--- src/rtl/stage_3.sv ---
// stage_3: arithmetic-coder low register and bit counter. Emits pre-carry words
// (bit 8 is a pending carry) for each symbol, plus the final bits on flush.
module stage_3 #(
    parameter int RANGE_WIDTH = 16,
    parameter int D_SIZE      = 5,
    parameter int LOW_WIDTH   = 24,
    parameter int OUT_WIDTH   = 16
) (
    input  logic                   clk,
    input  logic                   reset,
    input  logic                   in_valid,
    input  logic [RANGE_WIDTH:0]   u,
    input  logic [RANGE_WIDTH:0]   v_bool,
    input  logic [RANGE_WIDTH-1:0] initial_range,
    input  logic [D_SIZE-1:0]      in_d,
    input  logic [1:0]             bool_symbol,
    input  logic                   COMP_mux_1,
    input  logic                   flush,
    output logic                   out_valid,
    output logic [1:0]             out_flag,
    output logic [OUT_WIDTH-1:0]   out_bit_1,
    output logic [OUT_WIDTH-1:0]   out_bit_2,
    output logic                   out_last,
    output logic                   err
);

    localparam int SUM_W = LOW_WIDTH + 1;
    localparam logic signed [5:0] CNT_INIT = -6'sd9;

    typedef enum logic {RUN, FLUSH} state_t;

    state_t                 state, state_nx;
    logic [LOW_WIDTH-1:0]   low, low_nx;
    logic signed [5:0]      cnt, cnt_nx;
    logic                   valid_nx, last_nx, err_nx;
    logic [1:0]             flag_nx;
    logic [OUT_WIDTH-1:0]   word1_nx, word2_nx;

    logic [RANGE_WIDTH-1:0] delta;
    logic [SUM_W-1:0]       sum_l, rem_l;
    logic signed [6:0]      s_sym;
    logic [4:0]             c_hi, c_lo;
    logic [1:0]             sym_flag;
    logic [OUT_WIDTH-1:0]   sym_w1, sym_w2;
    logic [LOW_WIDTH-1:0]   sym_low;
    logic signed [5:0]      sym_cnt;

    logic [SUM_W-1:0]       e_val;
    logic signed [6:0]      s_fl;
    logic [1:0]             fl_flag;
    logic [OUT_WIDTH-1:0]   fl_w1, fl_w2;

    logic                   unused_msb;
    assign unused_msb = u[RANGE_WIDTH] ^ v_bool[RANGE_WIDTH];

    function automatic logic [SUM_W-1:0] low_mask(input logic [4:0] c);
        return (SUM_W'(1) << c) - SUM_W'(1);
    endfunction

    function automatic logic [OUT_WIDTH-1:0] take_word(input logic [SUM_W-1:0] x,
                                                       input logic [4:0] c);
        return OUT_WIDTH'(x >> c);
    endfunction

    // cnt stays within -9..-1, so cnt+16 always fits in 7..15
    assign c_hi = cnt[4:0] + 5'd16;
    assign c_lo = c_hi - 5'd8;

    always_comb begin
        delta = '0;
        if (bool_symbol[1]) begin
            if (bool_symbol[0]) delta = initial_range - v_bool[RANGE_WIDTH-1:0];
        end else if (COMP_mux_1) begin
            delta = initial_range - u[RANGE_WIDTH-1:0];
        end
    end

    always_comb begin
        sum_l    = SUM_W'(low) + SUM_W'(delta);
        s_sym    = {cnt[5], cnt} + 7'(in_d);
        rem_l    = sum_l;
        sym_flag = 2'd0;
        sym_w1   = '0;
        sym_w2   = '0;
        sym_cnt  = s_sym[5:0];
        if (!s_sym[6]) begin
            if (s_sym >= 7'sd8) begin
                sym_w1   = take_word(rem_l, c_hi);
                sym_w2   = take_word(rem_l & low_mask(c_hi), c_lo);
                rem_l    = rem_l & low_mask(c_lo);
                sym_flag = 2'd2;
                sym_cnt  = s_sym[5:0] - 6'd16;
            end else begin
                sym_w1   = take_word(rem_l, c_hi);
                rem_l    = rem_l & low_mask(c_hi);
                sym_flag = 2'd1;
                sym_cnt  = s_sym[5:0] - 6'd8;
            end
        end
        sym_low = LOW_WIDTH'(rem_l << in_d);
    end

    // Round low up to the 2^14 grid and set the terminating bit
    always_comb begin
        e_val   = ((SUM_W'(low) + SUM_W'(16'h3FFF)) & ~SUM_W'(16'h3FFF)) | SUM_W'(16'h4000);
        s_fl    = {cnt[5], cnt} + 7'sd10;
        fl_flag = 2'd0;
        fl_w1   = '0;
        fl_w2   = '0;
        if (s_fl > 7'sd0) begin
            fl_w1   = take_word(e_val, c_hi);
            fl_flag = 2'd1;
            if (s_fl > 7'sd8) begin
                fl_w2   = take_word(e_val & low_mask(c_hi), c_lo);
                fl_flag = 2'd2;
            end
        end
    end

    always_comb begin
        state_nx = state;
        low_nx   = low;
        cnt_nx   = cnt;
        valid_nx = 1'b0;
        flag_nx  = 2'd0;
        word1_nx = '0;
        word2_nx = '0;
        last_nx  = 1'b0;
        err_nx   = err;
        case (state)
            RUN: begin
                if (in_valid) begin
                    valid_nx = 1'b1;
                    flag_nx  = sym_flag;
                    word1_nx = sym_w1;
                    word2_nx = sym_w2;
                    low_nx   = sym_low;
                    cnt_nx   = sym_cnt;
                end
                if (flush) state_nx = FLUSH;
            end
            FLUSH: begin
                valid_nx = 1'b1;
                last_nx  = 1'b1;
                flag_nx  = fl_flag;
                word1_nx = fl_w1;
                word2_nx = fl_w2;
                low_nx   = '0;
                cnt_nx   = CNT_INIT;
                state_nx = RUN;
                if (in_valid) err_nx = 1'b1;
            end
            default: state_nx = RUN;
        endcase
    end

    always_ff @(posedge clk or posedge reset) begin
        if (reset) begin
            state     <= RUN;
            low       <= '0;
            cnt       <= CNT_INIT;
            out_valid <= 1'b0;
            out_flag  <= 2'd0;
            out_bit_1 <= '0;
            out_bit_2 <= '0;
            out_last  <= 1'b0;
            err       <= 1'b0;
        end else begin
            state     <= state_nx;
            low       <= low_nx;
            cnt       <= cnt_nx;
            out_valid <= valid_nx;
            out_flag  <= flag_nx;
            out_bit_1 <= word1_nx;
            out_bit_2 <= word2_nx;
            out_last  <= last_nx;
            err       <= err_nx;
        end
    end

endmodule

--- config.mk ---
export PLATFORM = sky130hd
export DESIGN_NAME = stage_3
export DESIGN_NICKNAME = d
export VERILOG_FILES = /design/src/rtl/stage_3.sv
export SDC_FILE = /design/constraint.sdc
export NUM_CORES = 1
export LEC_CHECK = 0
export BUFFER_PORTS_ARGS = -buffer_cell sky130_fd_sc_hd__clkbuf_2
export CORE_MARGIN = 2
export CORE_UTILIZATION = 35
export CTS_CLUSTER_SIZE = 12
export DETAILED_ROUTE_END_ITERATION = 10
export GPL_ROUTABILITY_DRIVEN = 0
export SYNTH_ARGS = -nofsm -noshare
export SYNTH_HDL_FRONTEND = slang
export SYNTH_SLANG_ARGS = --single-unit
--- constraint.sdc ---
create_clock -name clk -period 5 [get_ports clk]
set_clock_uncertainty 0.15 [all_clocks]
set_input_delay 0.5 -clock clk [delete_from_list [all_inputs] [get_ports clk]]
set_output_delay 0.5 -clock clk [all_outputs]
set_load 0.005 [all_outputs]
==> key figures <==
STA
  • Hold Violations, Final: 0
  • Slew Viols, Final: 0
  • F_max: 0.183 GHz
  • Period utilisation layout: 109%
  • Worst setup margin: -0.462 ns
  • Worst-Margin Slew: 1.26 ns
  • RSZ-0062 raised after global routing: true
  • # setup viols final: 41
  • Max_slew headroom: 15.3%
  • Fin crit period: 5.46 ns

Clock network
  • Clock Pin Slew Worst Setup and Hold Paths: 0.06 ns
  • Clk_lat worst skew: 0.36 ns
  • Inserted Clock Buffers: 9
  • Clock root cell: clkbuf_16
  • Clock sink count: 68
  • Cts hold-fix bufs: 0
  • CTS HTree Levels: 3
  • Clock buffer depth: 2
  • CTS tree: built

Floorplan
  • Io pins: 99
  • Core ar.: 34500 µm²
  • Die Width: 191 µm
  • Die area: 36500 µm²
  • Die height: 191 µm
  • Initial core utilization: 35.5%
  • Row cnt: 68

Cells and area
  • Proportion of layout cells with a drive suffix above 1: 34.4%
  • Area growth from synthesis to layout: 36.6%
  • Fill count: 3343
  • Non-filler instance count after layout: 2405
  • Final #Nets: 2071

Logic synthesis
  • Synth cell types: 95
  • Mux contribution to synthesized area: 12.7%
  • Syn Area/Cell: 7.36 µm²
  • Largest family of logic cells by synthesized area: compound AO/OA/AOI/OAI gates
  • Syn. warnings: 0
  • #FFs+latches synth: 68
  • Syn Nets: 1791
  • Synthesized area: 12200 µm²
  • Top cell type's share of synthesized area: 12.9%
  • Top post-synthesis cells by area: dfrtp_1, ha_1, mux2i_1, nand2_1, mux4_2
  • Post-synth top cells: nand2_1, nor2_1, o21ai_0, a21oi_1, clkbuf_1
  • Sequential share of the synthesized area: 13.9%
  • Post-synth ARST share: 100%
  • Synth Area in XOR/XNOR: 3.29%
  • Top-count cell post-synth: nand2_1
  • Post-synthesis adder-cell area fraction: 6.89%
  • Synth Area in Compound Gates: 35.0%
  • EDFF count, synth: 0
  • Yosys top cell by area: dfrtp_1
  • Simple-gate area share of the yosys netlist: 21.9%
  • Syn Inst Count: 1664
  • Most used DFF post-synth: dfrtp_1

Setup path
  • Worst Path Required: 5.09 ns
  • Worst Path Class, Setup: input pin to flop
  • Worst setup EP type: flop
  • Worst setup SP type: input pin
  • Critical path arrival: 5.55 ns
  • Crit-path max FO: 6

Run status
  • Failing checks: setup timing
  • Status: finished with violations

Pwr
  • Pwr dens: 363 nW/µm²
  • Leakage: 0.00718 µW
  • Worst vdd ir: 244 µV

Worst hold path
  • Hold Path Class: input pin to asynchronous set/reset pin

Drt
  • Routed Antenna Nets: 0
  • Initial DRC count: 2191
  • DRC: 0
  • TritonRoute pass-1 iters: 7
  • DR vias: 15.5k
  • Vias per std cell: 6.43
  • Routed wire length: 53.6 mm
  • Drt wl/cell: 22.3 µm

GRT
  • Largest net degree at the start of global routing: 79
  • Vias in the first global route: 14.6k
  • GRT Util Overall: 28.7%
  • Remaining global-route overflow: 0
  • Initial antenna violation count: 0
  • First-pass GRT wire length: 81.7 mm

Placed design
  • Inst Count DP: 2348
  • Post-DP HPWL: 39.7 mm
  • Pre-CTS setup slack: -0.897 ns
  • I/O Buffers: 96

Job
  • Max-cap violations: 0
==> worst max-delay path: stages <==
cell and delay [ns]:
buf_6 0.11, ha_4 0.22, nor2b_4 0.12, o21ai_2 0.16
a21boi_2 0.08, o211ai_1 0.19, a21boi_1 0.11, o31a_1 0.33
o211ai_1 0.24, buf_4 0.17, buf_4 0.10, o21ai_2 0.06
xnor2_1 0.12, o22ai_1 0.19, ha_1 0.31, and2_4 0.19
a2111oi_4 0.38, o22ai_4 0.15, buf_6 0.14, o21ai_4 0.18
xor2_4 0.35, buf_6 0.18, nor3_4 0.04, o22ai_2 0.20
buf_6 0.14, o22ai_4 0.06, o2111a_1 0.26, a221o_1 0.27
==> through the flow <==
step / TNS (ns) / instance area, µm² / utilization [%] / power [µW] / hold WS (ns)
2_1_floorplan: -1.64 / 12500 / - / 3160 / 0.202
3_3_place_gp: -34.32 / 14900 / 43.4 / 4610 / 0.304
3_5_place_dp: -35.01 / 14900 / 43.4 / 4650 / 0.314
4_1_cts: -9.18 / 16000 / 46.4 / 5640 / 0.0697
5_1_grt: -20.67 / 16700 / 48.5 / 6350 / 0.0913
6_report: -13.37 / 16700 / 48.5 / 6070 / 0.0292
==> cell type report <==
class                   count  area [µm²]  share of cell area (%)
diodes                      1        2.50                  0.0150
clock buffers              11         253                    1.51
clock inverters             5         108                   0.644
inverters                  72         287                    1.71
multi-input cells        1399       10900                    65.5
flip-flops and latches     68        1710                    10.2
well taps                 455         569                    3.40
repair buffers            394        2850                    17.0
==> flip-flops by register name (all words and copies together) (netlist names) <==
name	flops
low	24
out_bit_1	16
out_bit_2	16
cnt	6
out_flag	2
err	1
out_last	1
out_valid	1
state	1
==> layout by cell type (no fill, tap or decap), types with 18 or more instances in the layout <==
cell and count:
a21oi_1 90, mux2_2 22, o21ai_0 92, or3_1 21
o21a_1 22, a21o_1 29, o211ai_1 34, buf_6 25
nand3_1 38, dfrtp_1 62, inv_1 61, buf_4 273
a211oi_1 29, nor3_1 58, clkbuf_2 93, xor2_1 19
mux4_2 26, ha_1 56, mux2i_1 53, nor2_1 127
xnor2_1 18, o22ai_1 32, nand2_1 165
==> what timing repair did <==
item	in CTS	in global routing
endpoints found under the setup margin	46	50
resized for setup	113	119
buffers inserted	22	21
pin swaps	44	88
hold endpoints to repair	0	0
==> power by group <==
part           switching, µW  internal, µW
combinational           2770          1760
sequential              98.5           648
clock                    278           516
total                   3140          2920
==> layer usage <==
metal,vias up,share of wire [%],track usage [%]
met1,7316,40,36.9
met2,963,44,45.1
met5,-,0,0
met4,0,5.7,13.8
li1,6929,-,-
met3,248,11,6.85
==> worst paths after layout <==
check | start | endpoint | slack (ns) | cells past startpoint
worst max-delay path | initial_range[1] | out_bit_2[3] | -0.46 | 28
worst min-delay path | reset | out_bit_1[9] | 0.03 | 2
worst max register to register | cnt[0] | low[23] | 0.10 | 17
worst min register to register | err | err | 0.32 | 1
max in group asynchronous | reset | cnt[3] | 3.67 | 3
min in group clk | flush | state | 0.22 | 2
==> kinds of logic (layout without fill, tap and decap cells) <==
kind of cell | Yosys count | count (layout)
compound gates | 608 | 608
other cells | 0 | 1
xor+xnor | 46 | 46
fa+ha+maj | 65 | 65
mux | 119 | 119
buf+inv | 197 | 482
simple gates | 561 | 561
flops | 68 | 68
Power figures use the tool's default switching activity.
